<file path="src/rtl/data_mem_ctrl.sv">
// data_mem_ctrl: parametrised single-port data memory with a valid/ready
// request port, a registered read pipeline of RD_LAT stages and a hardware
// clear sweep driven by a two-state FSM (IDLE / CLEAR).
//
// Optional feature macro: DATA_MEM_BOUNDS_CHECK_EN
//   defined   -> array holds DEPTH words, addresses >= DEPTH are out of range
//                (writes dropped, reads return 0 with rerr = 1)
//   undefined -> array holds 2**ADDR_W words, every address valid, rerr = 0
//
// Handshake: a request is accepted on a rising edge where req_valid and
// req_ready are both high; req_ready depends only on the FSM state and rst,
// never on req_valid. Reads answer with a one-cycle rvalid pulse RD_LAT
// cycles after the accept edge, in order; writes have no response.
module data_mem_ctrl #(
  parameter int DATA_W = 8,
  parameter int ADDR_W = 6,
  parameter int DEPTH  = 61,
  parameter int RD_LAT = 1
) (
  input  logic              clk,
  input  logic              rst,
  input  logic              req_valid,
  input  logic              req_we,
  input  logic [ADDR_W-1:0] req_addr,
  input  logic [DATA_W-1:0] req_wdata,
  output logic              req_ready,
  output logic              rvalid,
  output logic [DATA_W-1:0] rdata,
  output logic              rerr,
  input  logic              clr_start,
  output logic              clr_done,
  output logic              dbg_state
);

`ifdef DATA_MEM_BOUNDS_CHECK_EN
  localparam int MEM_DEPTH = DEPTH;
`else
  localparam int MEM_DEPTH = 2 ** ADDR_W;
`endif

  localparam logic [ADDR_W-1:0] LAST_IDX = ADDR_W'(MEM_DEPTH - 1);

  // Reject configurations the array and pipeline cannot represent.
  if (RD_LAT < 1 || RD_LAT > 4 || DEPTH < 1 || DEPTH > 2 ** ADDR_W) begin : g_param_err
    $error("data_mem_ctrl: illegal RD_LAT/DEPTH/ADDR_W combination");
  end

  typedef enum logic {
    IDLE  = 1'b0,
    CLEAR = 1'b1
  } state_t;

  state_t              state_q;
  logic [ADDR_W-1:0]   clr_cnt_q;
  logic                clr_done_q;

  logic [DATA_W-1:0]   mem_q [MEM_DEPTH];

  logic [RD_LAT-1:0]   pv_q;
  logic [RD_LAT-1:0]   pe_q;
  logic [DATA_W-1:0]   pd_q [RD_LAT];

  logic                in_range;
  logic                acc;
  logic                wr_acc;
  logic                rd_acc;
  logic [DATA_W-1:0]   rd_data_d;
  logic                rd_err_d;

`ifdef DATA_MEM_BOUNDS_CHECK_EN
  assign in_range = ({1'b0, req_addr} < (ADDR_W + 1)'(DEPTH));
`else
  assign in_range = 1'b1;
`endif

  assign req_ready = (state_q == IDLE) & ~rst;
  assign acc       = req_valid & req_ready;
  assign wr_acc    = acc & req_we;
  assign rd_acc    = acc & ~req_we;

  // Data entering the read pipeline is already zeroed when there is no
  // valid read, so rdata is 0 whenever rvalid is 0 without an output mux.
  always_comb begin
    rd_data_d = '0;
    rd_err_d  = 1'b0;
    if (rd_acc) begin
      if (in_range) rd_data_d = mem_q[req_addr];
      else          rd_err_d  = 1'b1;
    end
  end

  // Control FSM: IDLE serves requests, CLEAR zeroes one word per cycle.
  always_ff @(posedge clk) begin
    if (rst) begin
      state_q    <= IDLE;
      clr_cnt_q  <= '0;
      clr_done_q <= 1'b0;
    end else begin
      clr_done_q <= 1'b0;
      case (state_q)
        IDLE: begin
          if (clr_start) begin
            state_q   <= CLEAR;
            clr_cnt_q <= '0;
          end
        end
        CLEAR: begin
          if (clr_cnt_q == LAST_IDX) begin
            state_q    <= IDLE;
            clr_done_q <= 1'b1;
          end else begin
            clr_cnt_q <= clr_cnt_q + 1'b1;
          end
        end
        default: state_q <= IDLE;
      endcase
    end
  end

  // Array write port: sweep writes in CLEAR, accepted writes in IDLE.
  // Contents are deliberately not reset; a reset edge suppresses the sweep write.
  always_ff @(posedge clk) begin
    if (state_q == CLEAR && !rst) begin
      mem_q[clr_cnt_q] <= '0;
    end else if (wr_acc && in_range) begin
      mem_q[req_addr] <= req_wdata;
    end
  end

  // Read pipeline: stage 0 samples the array on the accept edge, later
  // stages only delay it, which keeps reads strictly in order.
  always_ff @(posedge clk) begin
    if (rst) begin
      pv_q <= '0;
      pe_q <= '0;
      for (int i = 0; i < RD_LAT; i++) pd_q[i] <= '0;
    end else begin
      pv_q[0] <= rd_acc;
      pe_q[0] <= rd_err_d;
      pd_q[0] <= rd_data_d;
      for (int i = 1; i < RD_LAT; i++) begin
        pv_q[i] <= pv_q[i-1];
        pe_q[i] <= pe_q[i-1];
        pd_q[i] <= pd_q[i-1];
      end
    end
  end

  assign rvalid    = pv_q[RD_LAT-1];
  assign rdata     = pd_q[RD_LAT-1];
  assign rerr      = pe_q[RD_LAT-1];
  assign clr_done  = clr_done_q;
  assign dbg_state = state_q;

endmodule

</file>
<file path="config.mk">
export PLATFORM = sky130hd
export DESIGN_NAME = data_mem_ctrl
export DESIGN_NICKNAME = d
export VERILOG_FILES = /design/src/rtl/data_mem_ctrl.sv
export SDC_FILE = /design/constraint.sdc
export NUM_CORES = 1
export LEC_CHECK = 0
export CAP_MARGIN = 0
export CORE_MARGIN = 4
export CORE_UTILIZATION = 40
export CTS_BUF_LIST = sky130_fd_sc_hd__clkbuf_2
export CTS_CLUSTER_SIZE = 25
export DETAILED_ROUTE_END_ITERATION = 10
export PLACE_DENSITY_LB_ADDON = 0.05
export SYNTH_ARGS = -nofsm -noshare
export SYNTH_HDL_FRONTEND = slang
export SYNTH_SLANG_ARGS = --single-unit
export TNS_END_PERCENT = 30
</file>
<file path="constraint.sdc">
create_clock -name clk -period 2.95 [get_ports clk]
set_clock_uncertainty 0.15 [all_clocks]
set_input_delay 0.7375 -clock clk [delete_from_list [all_inputs] [get_ports clk]]
set_output_delay 0.7375 -clock clk [all_outputs]
set_load 0.05 [all_outputs]
</file>
==> results.md <==
* Slew margin rel. at 27.2%
* Post-Synthesis Cells at 1,016
* Hold slack at 0.217 ns
* IO buf count at 30
* Io pins at 32
* Status: completed
* Least-Margin Pin Slew at 1.09 ns
* Register-to-register setup slack at 0.51 ns
* FF-to-FF Start: clr_cnt_q[1]
* Internal Power at 10,900 µW
* MaxCap Viol Count at 0
* Combinational Power Share at 5.9%
* Initial antenna violation count at 2
* Fmax at 359 MHz
* Ys async rst share at 0%
* Startpoint Class: register
* Crit Path Category: reg -> out
* Crit-path max FO at 3
* DR DRC count at 0
* Main area contributors after synthesis: edfxtp_1 (74%), mux4_2 (13%), dfxtp_1 (1.6%)
* Power per Cell Area at 573 nW/µm²
* Largest net degree at the start of global routing at 47
* Synth top area share at 74.1%
* Final Util at 48.9%
* Peak VDD IR at 0.302 mV
* Core ar. at 51,300 µm²
* Routed vias/inst at 5.26
* Via count of the first global-routing pass at 11,900
* Hold Crit Start: clr_start
* Sequential power share at 57.0%
* Area grow syn2layout at 20.7%
* Total track usage at 20.7%
* Final GP Congestion at 0.788
* Die area at 55,600 µm²
* Cell row count at 83
* Fin crit share at 94.3%
* Grt total ovfl at 0
* Final worst setup slack at 0.168 ns
* Clock buffer depth at 3
* Final Hold Viols at 0
* First-pass GRT wire length at 82.0 mm
* Post-Syn Area per Cell at 20.4 µm²
* Lkg Pwr at 0.00862 µW
* Worst min-delay path endpoint: clr_cnt_q[4]
* Total negative slack at 0 ns
* Initial core utilization at 40.5%
* H-tree depth at 4
* Flop and latch count out of synthesis at 529
* Final setup vio count at 0
* Setup WS pre-CTS at -0.344 ns
* Post-synth EDFFs at 512
* Syn_nets at 1,036
* Top_reg_cell synth: edfxtp_1
* Antenna-violating nets left at 0
* Layout cell share with drive strength beyond 1 at 39.7%
* Mapped Area at 20,800 µm²
* Yosys warning count at 0
* Critical path arrival at 1.89 ns
* Placed insts at 1,896
* Per-cell routed wire length at 26.3 µm
* Post-Route WL at 56.5 mm
* CTS tree: yes
* WP data required at 2.06 ns
* Final HPWL DP at 37.3 mm
* Worst R2R End: clr_cnt_q[1]
* Synth cell count leaders: edfxtp_1 (512), mux4_2 (118), nor2_1 (82)
* Worst reg-to-reg path cell count at 7
* CP endpoint kind: output port
* Drt first pass iters at 5
* Clock sink count at 529
* Hold Crit Depth at 4
* Die Wd at 236 µm
* # nets final at 1,384
* Tightest Hold Check Type: in -> reg
* CTS root buf: clkbuf_2
* Psw at 3470 µW
* Worst-Skew Late Latency at 1.25 ns
* Fin crit period at 2.78 ns
* Final Max Tran Viols at 0
* Top-count cell post-synth: edfxtp_1
* Post-route insts no fill at 2,148
* Post-synthesis sequential area ratio at 75.7%
* 1st-iter DRT viols at 944
* Die Y-Extent at 236 µm
* Vias at 11,300
* RSZ-0062 raised after global routing: true
* Clock share of power at 37.1%
* Clock slew at reported path FFs at 0.10 ns
* Number of CTS-inserted buffers at 140
* Yosys top cell by area: edfxtp_1
* Netlist cell types at 54
* Fraction of power spent switching nets at 24.2%
==> critical path, cell delays in order (launching register included) <==
cell and delay [ns]:
dfxtp_2 0.35, nor2_2 0.10, buf_6 0.13, buf_12 0.13
==> logic make-up (layout without fill, tap and decap cells) <==
group | count (synthesis) | count (layout) | synth area share [%]
flops | 529 | 529 | 75.7
compound gates | 82 | 82 | 2.79
buf+inv | 55 | 506 | 1.66
simple gates | 183 | 183 | 3.99
xor+xnor | 2 | 2 | 0.0844
mux | 163 | 163 | 15.7
other cells | 1 | 2 | 0.0181
fa+ha+maj | 1 | 1 | 0.0603
==> cell usage in the layout, fill, tap and decap left out, types with 10 or more instances in the layout <==
| master | instances |
|---|---|
| clkinv_2 | 10 |
| clkdlybuf4s50_1 | 15 |
| clkinv_1 | 38 |
| edfxtp_1 | 512 |
| clkbuf_2 | 184 |
| nand2_1 | 44 |
| mux2i_1 | 33 |
| o22ai_1 | 13 |
| nor2_1 | 81 |
| buf_4 | 188 |
| dfxtp_1 | 16 |
| nand3_1 | 15 |
| buf_12 | 35 |
| o21ai_1 | 10 |
| mux4_2 | 118 |
==> repair_timing <==
item                                   in CTS  in global routing
pin swaps                                   1                  0
setup endpoints to repair                  12                  1
setup buffers                               1                  0
hold buffers                                5                  0
gates resized for setup                    61                  2
endpoints found under the hold margin       5                  0
==> worst max-delay path by stage <==
stage,from,end,slack [ns],cells after the start
5_1_grt,dbg_state,req_ready,-0.03,3
3_5_place_dp,req_we,mem_q[25][0],-0.34,9
4_1_cts,dbg_state,req_ready,-0.09,3
6_report,dbg_state,req_ready,0.17,3
3_3_place_gp,req_we,mem_q[25][3],-0.36,9
2_1_floorplan,rst,mem_q[0][0],0.09,4
==> metal layers <==
layer / global-route usage, % / wire length (µm)
met2: 31.9 / 26800
met4: 7.01 / 1280
met1: 28.6 / 24900
met3: 5.95 / 3530
met5: 0 / 0
==> stage by stage <==
| step | total power [µW] | cell area [µm²] |
|---|---|---|
| 3_5_place_dp | 9200 | 23700 |
| 6_report | 14400 | 25100 |
| 3_3_place_gp | 9210 | 23700 |
| 4_1_cts | 14600 | 25100 |
| 5_1_grt | 15100 | 25100 |
| 2_1_floorplan | 8790 | 20800 |
==> final cells by class <==
| type | instances | area, µm² |
|---|---|---|
| repair buffers | 256 | 2410 |
| clock inverters | 61 | 437 |
| clock buffers | 184 | 921 |
| multi-input cells | 432 | 4710 |
| well taps | 680 | 851 |
| inverters | 5 | 18.8 |
| diodes | 1 | 2.50 |
| flip-flops and latches | 529 | 15700 |
| fillers | 4435 | 26200 |
==> sequential cells by signal (all words and copies together) (netlist names) <==
| name | count |
|---|---|
| dbg_state | 1 |
| rvalid | 1 |
| mem_q | 512 |
| clr_done | 1 |
| clr_cnt_q | 6 |
| pd_q | 8 |
==> power by group through the flow <==
stage / Sequential [µW] / Combinational [µW] / Clock [µW]
CTS: 8180 / 863 / 5570
finish: 8180 / 853 / 5320
floorplan: 8370 / 421 / 0
global placement: 8350 / 857 / 0
global route: 8180 / 902 / 5980
detailed placement: 8350 / 854 / 0
No activity file was read; power rests on OpenSTA's default activity.
==> variant 1: new RTL, same flow settings <==
Add a define of `DATA_MEM_BOUNDS_CHECK_EN`.
--- a/src/rtl/data_mem_ctrl.sv
+++ b/src/rtl/data_mem_ctrl.sv
@@ -13,2 +13,4 @@
 // cycles after the accept edge, in order; writes have no response.
+`define DATA_MEM_BOUNDS_CHECK_EN
+
 module data_mem_ctrl #(
Check against the original RTL: not equivalent (Yosys sat finds a counterexample within 4 cycles, from zero or initial values and one cycle with rst high).
==> variant 1 against the original RTL <==
Total power shrank 5.6%; global-route usage shrank 0.53 points; routed wire length shrank 6.7%; combinational power shrank 3.3%; setup slack lost 17 ps; area after synthesis shrank 3.4%; design area shrank 4.0%; sequential cell count shrank 23; core utilization is essentially flat; hold slack gained 66 ps; largest cell class unchanged; largest power group unchanged; highest routed layer is now met5.
==> variant 1: results (changes against the original RTL) <==
Run status
  – Status: completed (unchanged)

CTS
  – Post_cts resized: 63 (was 61)
  – Num CTS Buffers: 138 (was 140)

Power
  – Register share of total power: 0.577 (was 0.570)
  – Cell Int Power: 0.0102 W (was 0.0109 W)
  – P_leak: 8.18 nW (was 8.62 nW)

Placed design
  – Post-placement cell count: 1,935 (was 1,896)
  – Input/output buffers: 31 (was 30)

Detailed routing
  – DRT met1 WL: 25,100 um (was 24,900 um)
  – Top sig layer: met5 (was met4)
  – Metal2 WL: 23,800 um (was 26,800 um)
  – Via-per-instance ratio: 5.16 (was 5.26)
  – Met3 WL: 3080 um (was 3530 um)

Synthesis
  – Top cell types by occurrence after synthesis: edfxtp_1 (488), nor2_1 (96), mux4_2 (72), mux2_2 (67), mux2i_1 (34) (was edfxtp_1 (512), mux4_2 (118), nor2_1 (82), nand2_1 (44), mux2i_1 (33))
  – Synth Area in XOR/XNOR: 0.00175 (was 0.000844)
  – Post-synthesis adder-cell area fraction: 0.00125 (was 0.000603)

Finish
  – Share of layout cells above drive strength 1: 0.399 (was 0.397)

Worst setup path
  – Flop-to-flop setup slack: 190 ps (was 510 ps)
  – Slowest cell on the critical path: dfxtp_4 (was dfxtp_2)
  – RR Endpoint: mem_q[1][1] (was clr_cnt_q[1])
  – Arr. time, crit path: 1910 ps (was 1890 ps)
  – Worst r2r path cells: 8 (was 7)

STA
  – PnR worst setup slack: 151 ps (was 168 ps)

Hold path
  – Hold Path Stages: 5 (was 4)
  – Hold worst-path end: clr_cnt_q[0] (was clr_cnt_q[4])
## variant 1: changes by cell type in the layout (fill, tap and decap cells not counted), moves of 13 or more
cell      before  now
a22oi_1        1   25
clkbuf_2     184  202
clkinv_1      38   17
edfxtp_1     512  488
mux2_2         3   67
mux4_2       118   72
nand2_1       44   25
nand3_1       15    2
nor2_1        81   95
nor2b_1        7   22
nor3_1         4   30
o22ai_1       13   27
## variant 1: per-layer routing
metal / vias up / global-route usage
li1: 5127 / -
met5: - / 0
met4: 2 / 0.0600
met1: 5798 / 0.293
met3: 57 / 0.0638
met2: 277 / 0.293
## variant 1: final cells by class
| cell class | count | area, um2 | share of cell area |
|---|---|---|---|
| flip-flops and latches | 506 | 15000 | 0.624 |
| multi-input cells | 523 | 4750 | 0.197 |
| repair buffers | 247 | 2210 | 0.0920 |
| clock buffers | 202 | 1010 | 0.0420 |
| well taps | 664 | 831 | 0.0345 |
| clock inverters | 30 | 201 | 0.00838 |
| diodes | 6 | 15.0 | 0.000624 |
| inverters | 3 | 11.3 | 0.000468 |
==> variant 2: new RTL, same flow settings <==
Made on the original files. Register the output `dbg_state` once more, with the module's reset; this adds one clock of latency there. The other outputs are not delayed to match.
--- a/src/rtl/data_mem_ctrl.sv
+++ b/src/rtl/data_mem_ctrl.sv
@@ -152,3 +152,9 @@
   assign clr_done  = clr_done_q;
-  assign dbg_state = state_q;
+  always_ff @(posedge clk) begin
+    if (rst) begin
+      dbg_state <= '0;
+    end else begin
+      dbg_state <= state_q;
+    end
+  end
 
Behaviour: not the same (a bounded check fails within 4 cycles, from zero or initial values and one cycle with rst high).
==> variant 2 against the original RTL <==
Area after synthesis is 0.20% higher; core utilization shrank 0.21 points; design area down 0.22%; setup slack worse by 28 ps; sequential cell count up 1; global-route usage is 0.64 points lower; total power fell by 0.60%; via count grew 0.26%; routed wire length decreased by 2.5%.
==> variant 2: results (changes against the original RTL) <==
Synthesis
  – Seq/Total Area, Yosys: 0.756 (was 0.757)
  – Synth Area in Compound Gates: 0.0308 (was 0.0279)
  – Top cell types by occurrence after synthesis: edfxtp_1 (512), mux4_2 (104), nor2_1 (84), nand2_1 (37), mux4_1 (24) (was edfxtp_1 (512), mux4_2 (118), nor2_1 (82), nand2_1 (44), mux2i_1 (33))
  – Mux contribution to synthesized area: 0.153 (was 0.157)
  – Post-synthesis adder-cell area fraction: 0.000602 (was 0.000603)
  – Syn Nets: 1,030 (was 1,036)
  – Synth Area in XOR/XNOR: 0.000421 (was 0.000844)

Detailed routing
  – Vias: 11.3k (about the same)
  – WL per Instance: 25.7 um (was 26.3 um)
  – Drt initial violations: 890 (was 944)

Power
  – Maximum vdd drop: 0.321 mV (was 0.302 mV)

Finish
  – Final nets: 1,385 (was 1,384)
  – Share of layout cells above drive strength 1: 0.394 (was 0.397)

STA
  – Worst-Margin Slew: 868 ps (was 1090 ps)
  – Achievable Freq: 356 MHz (was 359 MHz)

Global route
  – Pin count of the biggest net entering global routing: 49 (was 47)
  – First-pass GRT wire length: 80,700 um (was 82,000 um)
  – Global Route Usage Sum: 0.201 (was 0.207)

Placed design
  – Post-DP HPWL: 37,000 um (was 37,300 um)
  – Dpl ws: -617 ps (was -344 ps)
  – Placed Instance Area: 23,700 um2 (about the same)

Run status
  – Status: completed (unchanged)

Worst setup path
  – Flop-to-flop setup slack: 190 ps (was 510 ps)
  – Arr. time, crit path: 3590 ps (was 1890 ps)

CTS
  – Worst-Skew Late Latency: 1280 ps (was 1250 ps)
[variant 2: where the power goes]
part | leakage (nW) | internal (W) | total [W] | switching (W)
logic | 2.90 | 0.000373 | 0.000832 | 0.000459
clock network | 0.971 | 0.00229 | 0.00524 | 0.00295
registers | 4.74 | 0.00818 | 0.00819 | 0.00000856
[variant 2: timing repair]
item,4_1_cts,5_1_grt
resized for setup,61,1
setup endpoints to repair,12,2
buffers inserted,1,0
pin swaps,1,1
endpoints found under the hold margin,3,0
hold buffers,3,0
[variant 2: worst paths after layout]
kind | startpoint | to | depth (start not counted)
max | req_we | mem_q[15][2] | 9
min | rst | clr_cnt_q[1] | 3
max reg2reg | state_q | pd_q[0][5] | 8
min reg2reg | clr_cnt_q[3] | clr_done | 2
[variant 2: per-stage QoR]
step           hold slack (ps)  cells
6_report                   178   2144
4_1_cts                   19.5   2142
3_5_place_dp               389   1900
2_1_floorplan              339   1010
3_3_place_gp               381   1900
5_1_grt                   6.50   2144
[variant 2: worst max-delay path: stages]
cell and delay (ps):
dlygate4sd3_1 530, clkdlybuf4s50_1 510, and4bb_2 360, buf_4 180, or3_1 310, o31ai_1 140, nand2_1 360, nor2_1 280
buf_4 180
[variant 2: routing by layer]
metal,track usage,up-vias,part of all wire
met1,0.284,5898,0.45
met3,0.0561,82,0.055
met2,0.303,339,0.47
li1,-,5001,-
met5,0,-,0
met4,0.0667,0,0.021
[variant 2: layout make-up]
cell class              instances  share of cell area
inverters                       7             0.00105
flip-flops and latches        530               0.629
clock buffers                 193              0.0386
well taps                     680              0.0340
multi-input cells             423               0.187
repair buffers                263              0.0958
clock inverters                45              0.0137
diodes                          3            0.000300
